`src/rtl/vc_arbiter.sv`:
```
// Output-side scheduler: drains the two virtual-channel FIFOs into destination FIFOs D0/D1.
// VC0 has strict priority, bounded by a burst limit whenever VC1 is also eligible.
module vc_arbiter #(
    parameter int data_width = 6,
    parameter int VC0_BURST  = 4,
    parameter int CNT_WIDTH  = 5
) (
    input  logic                  clk,
    input  logic                  reset,
    input  logic [data_width-1:0] data_vc0,
    input  logic [data_width-1:0] data_vc1,
    input  logic                  empty_vc0,
    input  logic                  empty_vc1,
    input  logic                  pause_d0,
    input  logic                  pause_d1,
    output logic                  pop_vc0,
    output logic                  pop_vc1,
    output logic [data_width-1:0] data_out,
    output logic                  push_d0,
    output logic                  push_d1,
    output logic                  idle,
    output logic [CNT_WIDTH-1:0]  cnt_d0,
    output logic [CNT_WIDTH-1:0]  cnt_d1
);

    localparam int          DEST_BIT  = data_width - 2;
    localparam logic [3:0]  BURST_LIM = 4'(VC0_BURST);
    localparam logic [CNT_WIDTH-1:0] CNT_ONE = {{(CNT_WIDTH-1){1'b0}}, 1'b1};

    typedef enum logic [1:0] {
        ST_INIT   = 2'd0,
        ST_IDLE   = 2'd1,
        ST_ACTIVE = 2'd2
    } state_t;

    state_t                r_state;
    state_t                w_state_nxt;
    logic [3:0]            r_burst_cnt;
    logic [3:0]            w_burst_nxt;
    logic                  w_elig0;
    logic                  w_elig1;
    logic                  w_allow;
    logic                  w_grant0;
    logic                  w_grant1;
    logic [data_width-1:0] w_word;

    // Eligibility uses the destination of each head word against its pause input.
    always_comb begin
        w_elig0 = 1'b0;
        w_elig1 = 1'b0;
        if (!empty_vc0) begin
            w_elig0 = data_vc0[DEST_BIT] ? !pause_d1 : !pause_d0;
        end else begin
            w_elig0 = 1'b0;
        end
        if (!empty_vc1) begin
            w_elig1 = data_vc1[DEST_BIT] ? !pause_d1 : !pause_d0;
        end else begin
            w_elig1 = 1'b0;
        end
    end

    // Grant selection and burst counter update; nothing is granted in INIT or while reset is high.
    always_comb begin
        w_allow     = !reset && ((r_state == ST_IDLE) || (r_state == ST_ACTIVE));
        w_grant0    = 1'b0;
        w_grant1    = 1'b0;
        w_burst_nxt = r_burst_cnt;
        if (w_allow) begin
            if (w_elig0 && w_elig1) begin
                if (r_burst_cnt < BURST_LIM) begin
                    w_grant0    = 1'b1;
                    w_burst_nxt = r_burst_cnt + 4'd1;
                end else begin
                    w_grant1    = 1'b1;
                    w_burst_nxt = 4'd0;
                end
            end else if (w_elig0) begin
                w_grant0    = 1'b1;
                w_burst_nxt = 4'd0;
            end else if (w_elig1) begin
                w_grant1    = 1'b1;
                w_burst_nxt = 4'd0;
            end else begin
                w_burst_nxt = r_burst_cnt;
            end
        end else begin
            w_burst_nxt = r_burst_cnt;
        end
        w_word = w_grant0 ? data_vc0 : data_vc1;
    end

    // State register.
    always_ff @(posedge clk) begin
        if (reset) begin
            r_state     <= ST_INIT;
            r_burst_cnt <= 4'd0;
        end else begin
            r_state     <= w_state_nxt;
            r_burst_cnt <= w_burst_nxt;
        end
    end

    // Next-state logic.
    always_comb begin
        w_state_nxt = r_state;
        case (r_state)
            ST_INIT:   w_state_nxt = ST_IDLE;
            ST_IDLE,
            ST_ACTIVE: w_state_nxt = (w_elig0 || w_elig1) ? ST_ACTIVE : ST_IDLE;
            default:   w_state_nxt = ST_INIT;
        endcase
    end

    // FSM outputs: pops follow the grant, idle decodes the state.
    always_comb begin
        pop_vc0 = w_grant0;
        pop_vc1 = w_grant1;
        case (r_state)
            ST_IDLE: idle = 1'b1;
            default: idle = 1'b0;
        endcase
    end

    // Word captured in the pop cycle is pushed to its destination the following cycle.
    always_ff @(posedge clk) begin
        if (reset) begin
            data_out <= {data_width{1'b0}};
            push_d0  <= 1'b0;
            push_d1  <= 1'b0;
        end else begin
            push_d0 <= (w_grant0 || w_grant1) && !w_word[DEST_BIT];
            push_d1 <= (w_grant0 || w_grant1) && w_word[DEST_BIT];
            if (w_grant0 || w_grant1) begin
                data_out <= w_word;
            end else begin
                data_out <= data_out;
            end
        end
    end

    // Per-destination push counters, free-running with wrap.
    always_ff @(posedge clk) begin
        if (reset) begin
            cnt_d0 <= {CNT_WIDTH{1'b0}};
            cnt_d1 <= {CNT_WIDTH{1'b0}};
        end else begin
            cnt_d0 <= push_d0 ? cnt_d0 + CNT_ONE : cnt_d0;
            cnt_d1 <= push_d1 ? cnt_d1 + CNT_ONE : cnt_d1;
        end
    end

endmodule

```
`config.mk`:
```
export PLATFORM = sky130hd
export DESIGN_NAME = vc_arbiter
export DESIGN_NICKNAME = d
export VERILOG_FILES = /design/src/rtl/vc_arbiter.sv
export SDC_FILE = /design/constraint.sdc
export NUM_CORES = 1
export LEC_CHECK = 0
export CORE_MARGIN = 2
export CORE_UTILIZATION = 50
export CTS_BUF_LIST = sky130_fd_sc_hd__clkbuf_4 sky130_fd_sc_hd__clkbuf_8
export DETAILED_ROUTE_END_ITERATION = 7
export MAX_ROUTING_LAYER = met4
export PLACE_DENSITY = 0.95
export SYNTH_ARGS = -nofsm -noshare
export SYNTH_HDL_FRONTEND = slang
export SYNTH_SLANG_ARGS = --single-unit
export TNS_END_PERCENT = 100
```
`constraint.sdc`:
```
create_clock -name clk -period 4.9 [get_ports clk]
set_input_delay 1.225 -clock clk [delete_from_list [all_inputs] [get_ports clk]]
set_output_delay 1.225 -clock clk [all_outputs]
set_load 0.02 [all_outputs]
```
Word level (Yosys, flattened, before mapping) --
Index checks and enable logic that the tools add are counted.
Operators by class: reductions and logical operators 15, add/sub/neg operators 3, equal/unequal tests 2, magnitude comparators 1, multiplexer cells 21
Operators by type and width (count):
- 4-bit two-way mux | 4
- 1-bit two-way mux | 14
- 5-bit by 1-bit adder with 5-bit output, second input constant | 2
- 6-bit two-way mux | 1
- 4-bit by 1-bit adder with 4-bit output, second input constant | 1
- 1-bit logical AND | 4
- 1-bit logical NOT | 4
- 4-bit by 3-bit < comparator with 1-bit output, second input constant | 1
- 2-bit case mux with 2 select lines | 1
- 1-bit logical OR | 3
- 3-bit nonzero test | 1
- 2-bit by 1-bit == test with 1-bit output, second input constant | 1
- 2-bit == test, second input constant | 1
- 2-bit logical NOT | 1
- 2-bit two-way mux | 1
- 2-bit AND reduction | 1
- 2-bit OR reduction | 1
Storage, ports and cells: register bits 24, output and inout port bits 21, bits of input ports 18, logic and storage cells 49

Longest topological paths before layout --
Gate-level depths: netlist of run 1.
depth in word-level cells 9, depth in mapped cells 7, depth with buffers taken out 6

Worst setup path after synthesis of run 1 --
Ideal clock, no wire load.
kind input-to-output, from input data_vc1[4], to output pop_vc1, setup slack 1.349 ns, path buffers 0, required time 3.675 ns, data arrival time 2.326 ns, stages on the path 3, cell sequence mux2_4 or2_2 nor3_1
On the way: longest elaborated chain between the ends 6, elaborated cells on any way between the ends 7, those cells by class 6 x mux; 1 x reduce/logical
Ends and longest elaborated chain:
- start: declaration | line 11 | input logic [data_width-1:0] data_vc1,
- 1-bit two-way mux * | line 57 | w_elig1 = data_vc1[DEST_BIT] ? !pause_d1 : !pause_d0;
- 1-bit two-way mux * | line 56 | if (!empty_vc1) begin
- 1-bit two-way mux | line 81 | end else if (w_elig1) begin
- 1-bit two-way mux | line 78 | end else if (w_elig0) begin
- 1-bit two-way mux * | line 70 | if (w_elig0 && w_elig1) begin
- 1-bit two-way mux * | line 69 | if (w_allow) begin
- end: declaration | line 17 | output logic pop_vc1,
Every way passes the cells marked *; elsewhere a longest branch is shown, timed or not.

Worst setup path in the final report of run 1 --
Ends and elaborated chain as after synthesis.

==> results of run 1 <==
[critical path: cells and delay by family]
family / cells / cell delay, ns
buffers and inverters: 2 / 1.19
AND/OR/NAND/NOR: 2 / 0.48
multiplexers: 1 / 0.35
[placed cells by master (no fill, tap or decap), types with 2 or more instances in the layout]
cell type,instances
clkdlybuf4s50_1,38
nand2b_1,2
clkbuf_4,3
ha_1,6
inv_1,5
dfxtp_1,24
a22o_1,2
xor2_1,6
buf_4,2
nor3b_2,2
a21oi_1,6
nor3_1,2
xnor2_1,2
o31ai_1,6
mux2i_1,9
nand2_1,2
nor2_1,11
nand4_1,4
and2_1,3
[power breakdown]
| part | switching (mW) | leakage, nW | internal [mW] | total [mW] |
|---|---|---|---|---|
| clock | 0.0568 | 0.0210 | 0.0453 | 0.102 |
| sequential | 0.00696 | 0.194 | 0.203 | 0.210 |
| combinational | 0.0447 | 0.453 | 0.0451 | 0.0898 |
| total | 0.108 | 0.668 | 0.294 | 0.402 |
[through the flow]
step	cell area [um2]	utilization, %	setup slack [ns]	std cells
floorplan	1150	-	1.35	110
global placement	1570	71.4	0.476	176
finish	1600	73.1	0.433	180
global route	1600	73.1	0.343	180
CTS	1600	73.1	0.424	180
detailed placement	1570	71.4	0.439	176
[flip-flops by register name, summed over array words and instances (netlist names)]
| register | cells |
|---|---|
| r_burst_cnt | 4 |
| cnt_d0 | 5 |
| data_out | 6 |
| cnt_d1 | 5 |
| push_d0 | 1 |
| r_state | 2 |
| push_d1 | 1 |
[worst max-delay path by stage]
| stage | start | end | slack (ns) | cells after the start |
|---|---|---|---|---|
| 6_report | data_vc1[4] | pop_vc1 | 0.43 | 5 |
| 5_1_grt | data_vc1[4] | pop_vc1 | 0.34 | 5 |
| 4_1_cts | data_vc1[4] | pop_vc1 | 0.42 | 5 |
| 3_5_place_dp | data_vc1[4] | pop_vc1 | 0.44 | 5 |
| 3_3_place_gp | data_vc1[4] | pop_vc1 | 0.48 | 5 |
| 2_1_floorplan | data_vc1[4] | pop_vc1 | 1.35 | 3 |
[logic make-up (layout without fill, tap and decap cells)]
logic type,Yosys count,count (layout),synth area share (%)
flip-flops,24,24,41.9
multiplexers,10,10,9.17
AND/OR/NAND/NOR,32,32,17.2
XOR/XNOR,8,8,6.11
adder cells (fa/ha/maj),6,6,6.55
AO/OA/AOI/OAI,23,23,16.4
buffers and inverters,7,49,2.62
[per-layer routing]
metal | track usage (%) | vias to the layer above
li1 | - | 478
met1 | 22.5 | 472
met2 | 38.4 | 53
met3 | 3.16 | 8
met4 | 12.3 | 0
met5 | - | -
[Yosys cell counts]
cell type,n
a21oi_1,6
a211oi_1,1
or2_1,1
nand2_1,2
nor3b_2,2
mux2i_1,9
ha_1,6
nand2b_1,2
nor3_2,1
o22a_1,1
clkbuf_1,1
nor4b_2,1
xnor2_1,2
a22o_1,2
nor2_1,11
xor2_1,6
o211ai_4,1
nand4_1,4
a211oi_4,1
or2_2,1
o21bai_1,1
and2_1,3
dfxtp_1,24
a31oi_1,1
buf_4,1
inv_1,5
o22ai_1,1
nand2b_4,1
nor2b_1,1
a311oi_1,1
nor3_1,2
o221ai_1,1
mux2_4,1
o31ai_1,6
[cell type report]
cell class	instances	area (um2)
Inverter	5	18.8
Timing Repair Buffer	40	395
Multi-Input combinational cell	79	636
Tap cell	28	35.0
Sequential cell	24	480
Clock buffer	4	36.3
Fill cell	170	589
==> flow_summary.ini, run 1 <==
[synthesis]
synth_top_cell_by_area = dfxtp_1
avgSynthCellArea_um2 = 10.4
syn-num-nets = 134
synthTopCellsByArea = dfxtp_1 (42%), mux2i_1 (7.9%), ha_1 (6.6%)
seq_area_frac_synth_pct = 41.9
netlist_instances = 110
synth_top_area_share_pct = 41.9
synth_cell_types = 34
synth_warnings = 0
ys_seq_elements = 24
synth_area_mm2 = 0.00115

[die]
design.core.area_mm2 = 0.00219
io_pins = 39
die_h_um = 51.9
die_w_um = 51.9
design.die.area_mm2 = 0.00269
initial_core_util_pct = 52.3
placementRows = 17

[worst_setup_path]
rr_worst_depth = 6
slowest_delay_ns = 0.63
required_ns = 3.67
reg2reg_to = data_out[1]
regToRegSetupSlack_ns = 2.94
crit_path_start_kind = input pin
critPathMaxFanout = 4
crit_slowest_cell = clkdlybuf4s50_1
end_kind = primary output
cp.arrival_ns = 3.24
cpMostUsedCell = clkdlybuf4s50_1
path_cells = clkdlybuf4s50_1 > mux2_4 > or2_2 > nor3_1 > clkdlybuf4s50_1
r2r_start = r_state[0]
worstSetupPathType = in -> out

[timing]
finalSetupViolations = 0
timing.fmax_ghz = 0.224
whs_ns = 0.513
finalHoldViolations = 0
finalCritPeriodShare_pct = 91.2
setup-tns-final_ns = 0
worstMarginPinSlew_ns = 0.482
finalMaxSlewViolations = 0
rsz0062_at_grt = no
fin_skew_ns = 0.00602
post-route-min-period_ns = 4.47
max_slew_margin_pct = 67.7

[global_routing]
grt_overflow = 0
grt_max_degree = 17
grt_pass1_vias = 1019
grt_pass1_wl_um = 4230
grtUsageTotal_pct = 21.6
antenna_found_initial = 0

[finish]
layout-drive-gt1-share_pct = 9.87
diodes = 0
layout.nets = 177
syn2layout_area_growth_pct = 39.7

[clocking]
cts_max_level = 1
cts_buffers = 3
cts_resized = 0
cts_hold_buf = 0
worstSkewPairLatency_ns = 0.31
clockBufferDepth = 2
cts-root-buf = clkbuf_4
clk_pin_slew_ns = 0.13
cts_setup_buffers = 0
cts_tree = done
numClockSinks = 24

[routing]
highest_layer = met4
wl_met1_um = 1020
drt_iter0_markers = 22
ant_nets = 0
wl_per_cell_um = 14.6
drc = 0
vias = 1011
firstDrtPassIters = 4
wl_met2_um = 1380
vias_per_cell = 5.62
wl_um = 2620
wl_met3_um = 163

[placement]
gp_congestion = 0.862
io_buffers = 38
dp_hpwl_um = 2070

[power]
p_per_area_mw_per_mm2 = 251
ir_drop_uv = 150
leakage_nw = 0.668
power.total_uw = 402

[hold_path]
min_path_type = reg -> reg
hold_depth = 1
min_to = r_burst_cnt[1]
hp-start = r_burst_cnt[1]

[run]
maxCapViolations = 0

[outcome]
outcome = finished, final reports clean
Note: power is estimated with default switching activity, not from simulation.
==> run 2, diff against run 1 <==
==> constraint.sdc (replaced) <==
create_clock -name clk -period 4.9 [get_ports clk]
set_input_delay 0.735 -clock clk [delete_from_list [all_inputs] [get_ports clk]]
set_output_delay 0.735 -clock clk [all_outputs]
set_load 0.02 [all_outputs]
==> run 2 against run 1 <==
Die area stayed put. Wire length is 4.8% lower. Sequential power hardly changed. Sequential share of layout area is 0.55 points higher. Clock power is 18% lower. Maximum frequency is 27% higher. Worst setup slack better by 0.96 ns. Non-clock buffer count is 2 lower. Largest cell class unchanged.
==> flow_summary.ini, run 2 (same netlist as run 1, synthesis figures left out) <==
[die]
initial_core_util_pct = 52.3
die_h_um = 51.9
design.die.area_mm2 = 0.00269
placementRows = 17
io_pins = 39
design.core.area_mm2 = 0.00219
die_w_um = 51.9

[worst_setup_path]
worstSetupEndpoint = pop_vc1
path_cells = clkdlybuf4s50_1 > mux2_4 > or2_2 > nor3_1 > clkdlybuf4s50_1
critPathMaxFanout = 4
r2r_start = r_state[0]
regToRegSetupSlack_ns = 2.96
reg2reg_to = data_out[5]
slowest_delay_ns = 0.64
rr_worst_depth = 6
crit_slowest_cell = clkdlybuf4s50_1
crit_start = data_vc1[4]
worstSetupPathType = in -> out
crit_path_start_kind = input pin
required_ns = 4.16
end_kind = primary output
cp.arrival_ns = 2.78
cpMostUsedCell = clkdlybuf4s50_1

[routing]
wl_um = 2500
drt_iter0_markers = 15
wl_per_cell_um = 14.1
drc = 0
ant_nets = 0
vias_per_cell = 5.55
vias = 983
firstDrtPassIters = 4

[clocking]
numClockSinks = 24
cts_setup_buffers = 0
cts_buffers = 3
worstSkewPairLatency_ns = 0.31
cts_hold_buf = 0
cts_max_level = 1
cts-root-buf = clkbuf_4
clockBufferDepth = 2
cts_tree = done
cts_resized = 0
clk_pin_slew_ns = 0.12

[finish]
final_cell_mix = clkdlybuf4s50_1 (38), dfxtp_1 (24), nor2_1 (11)
largestRegisters = data_out (6), cnt_d0 (5), cnt_d1 (5)
regMostFlops = data_out
largest_register_ffs = 6
diodes = 0
final_common_cell = clkdlybuf4s50_1
layout.nets = 175
layout-drive-gt1-share_pct = 8.05
design_area_mm2 = 0.00157
regArea_um2 = 480
multi_input_comb_area_um2 = 636
syn2layout_area_growth_pct = 37.2
nFillCells = 168

[run]
maxCapViolations = 0

[placement]
dp_hpwl_um = 1940
io_buffers = 38
gp_congestion = 0.783
dpl_cell_area_mm2 = 0.00155

[timing]
finalCritPeriodShare_pct = 71.6
setup-tns-final_ns = 0
max_slew_margin_pct = 62.8
fin_skew_ns = 0.00133
finalHoldViolations = 0
worstMarginPinSlew_ns = 0.556
post-route-min-period_ns = 3.51
timing.fmax_ghz = 0.285
finalSetupViolations = 0
rsz0062_at_grt = no
finalMaxSlewViolations = 0

[global_routing]
grt_max_degree = 17
grtUsageMet2_pct = 36.1
grt_overflow = 0
grt.busiest_layer = met2
grt_pass1_wl_um = 4100
globalRouteMet3Util_pct = 2.30
grtUsageTotal_pct = 20.7
antenna_found_initial = 0
grt_use_met1_pct = 23.6
grt_pass1_vias = 970

[power]
leakage_nw = 0.652
ir_drop_uv = 177
p_per_area_mw_per_mm2 = 242

[hold_path]
min_path_type = reg -> reg

[outcome]
outcome = finished, final reports clean
run 2: how the worst min path moves through the flow:
| stage | startpoint | endpoint | slack [ns] | cells after the start |
|---|---|---|---|---|
| floorplan | r_burst_cnt[0] | r_burst_cnt[0] | 0.45 | 1 |
| global placement | r_burst_cnt[1] | r_burst_cnt[1] | 0.47 | 1 |
| detailed placement | r_burst_cnt[1] | r_burst_cnt[1] | 0.48 | 1 |
| CTS | r_burst_cnt[1] | r_burst_cnt[1] | 0.50 | 1 |
| global route | r_burst_cnt[1] | r_burst_cnt[1] | 0.53 | 1 |
| finish | r_burst_cnt[1] | r_burst_cnt[1] | 0.50 | 1 |
run 2: layer usage:
| metal | wire length (um) | up-vias | part of all wire [%] |
|---|---|---|---|
| met5 | 0 | - | 0 |
| met4 | 60 | 0 | 2.4 |
| met3 | 156 | 7 | 6.3 |
| met2 | 1210 | 50 | 48 |
| met1 | 1070 | 451 | 43 |
| li1 | - | 475 | - |
run 2: power by group:
group / switching [mW] / internal (mW)
Sequential: 0.00685 / 0.203
Combinational: 0.0431 / 0.0441
Clock: 0.0549 / 0.0287
Total: 0.105 / 0.276
run 2: stage by stage:
| step | hold WS, ns | utilization, % | power [mW] | worst slack [ns] | cells |
|---|---|---|---|---|---|
| finish | 0.505 | 71.8 | 0.381 | 1.39 | 177 |
| global placement | 0.468 | 70.8 | 0.298 | 1.46 | 174 |
| floorplan | 0.449 | - | 0.262 | 2.33 | 110 |
| CTS | 0.504 | 71.8 | 0.382 | 1.38 | 177 |
| detailed placement | 0.476 | 70.8 | 0.301 | 1.40 | 174 |
| global route | 0.527 | 71.8 | 0.396 | 1.34 | 177 |
run 2: critical path: cells and delay by family:
kind,cells,cell delay [ns]
buffers and inverters,2,1.20
and+or+nand+nor,2,0.49
muxes,1,0.34
run 2: layout make-up:
cell class / count / area share, %
clock buffers: 3 / 1.43
inverters: 5 / 1.19
multi-input cells: 79 / 40.4
flip-flops and latches: 24 / 30.5
well taps: 28 / 2.23
repair buffers: 38 / 24.2
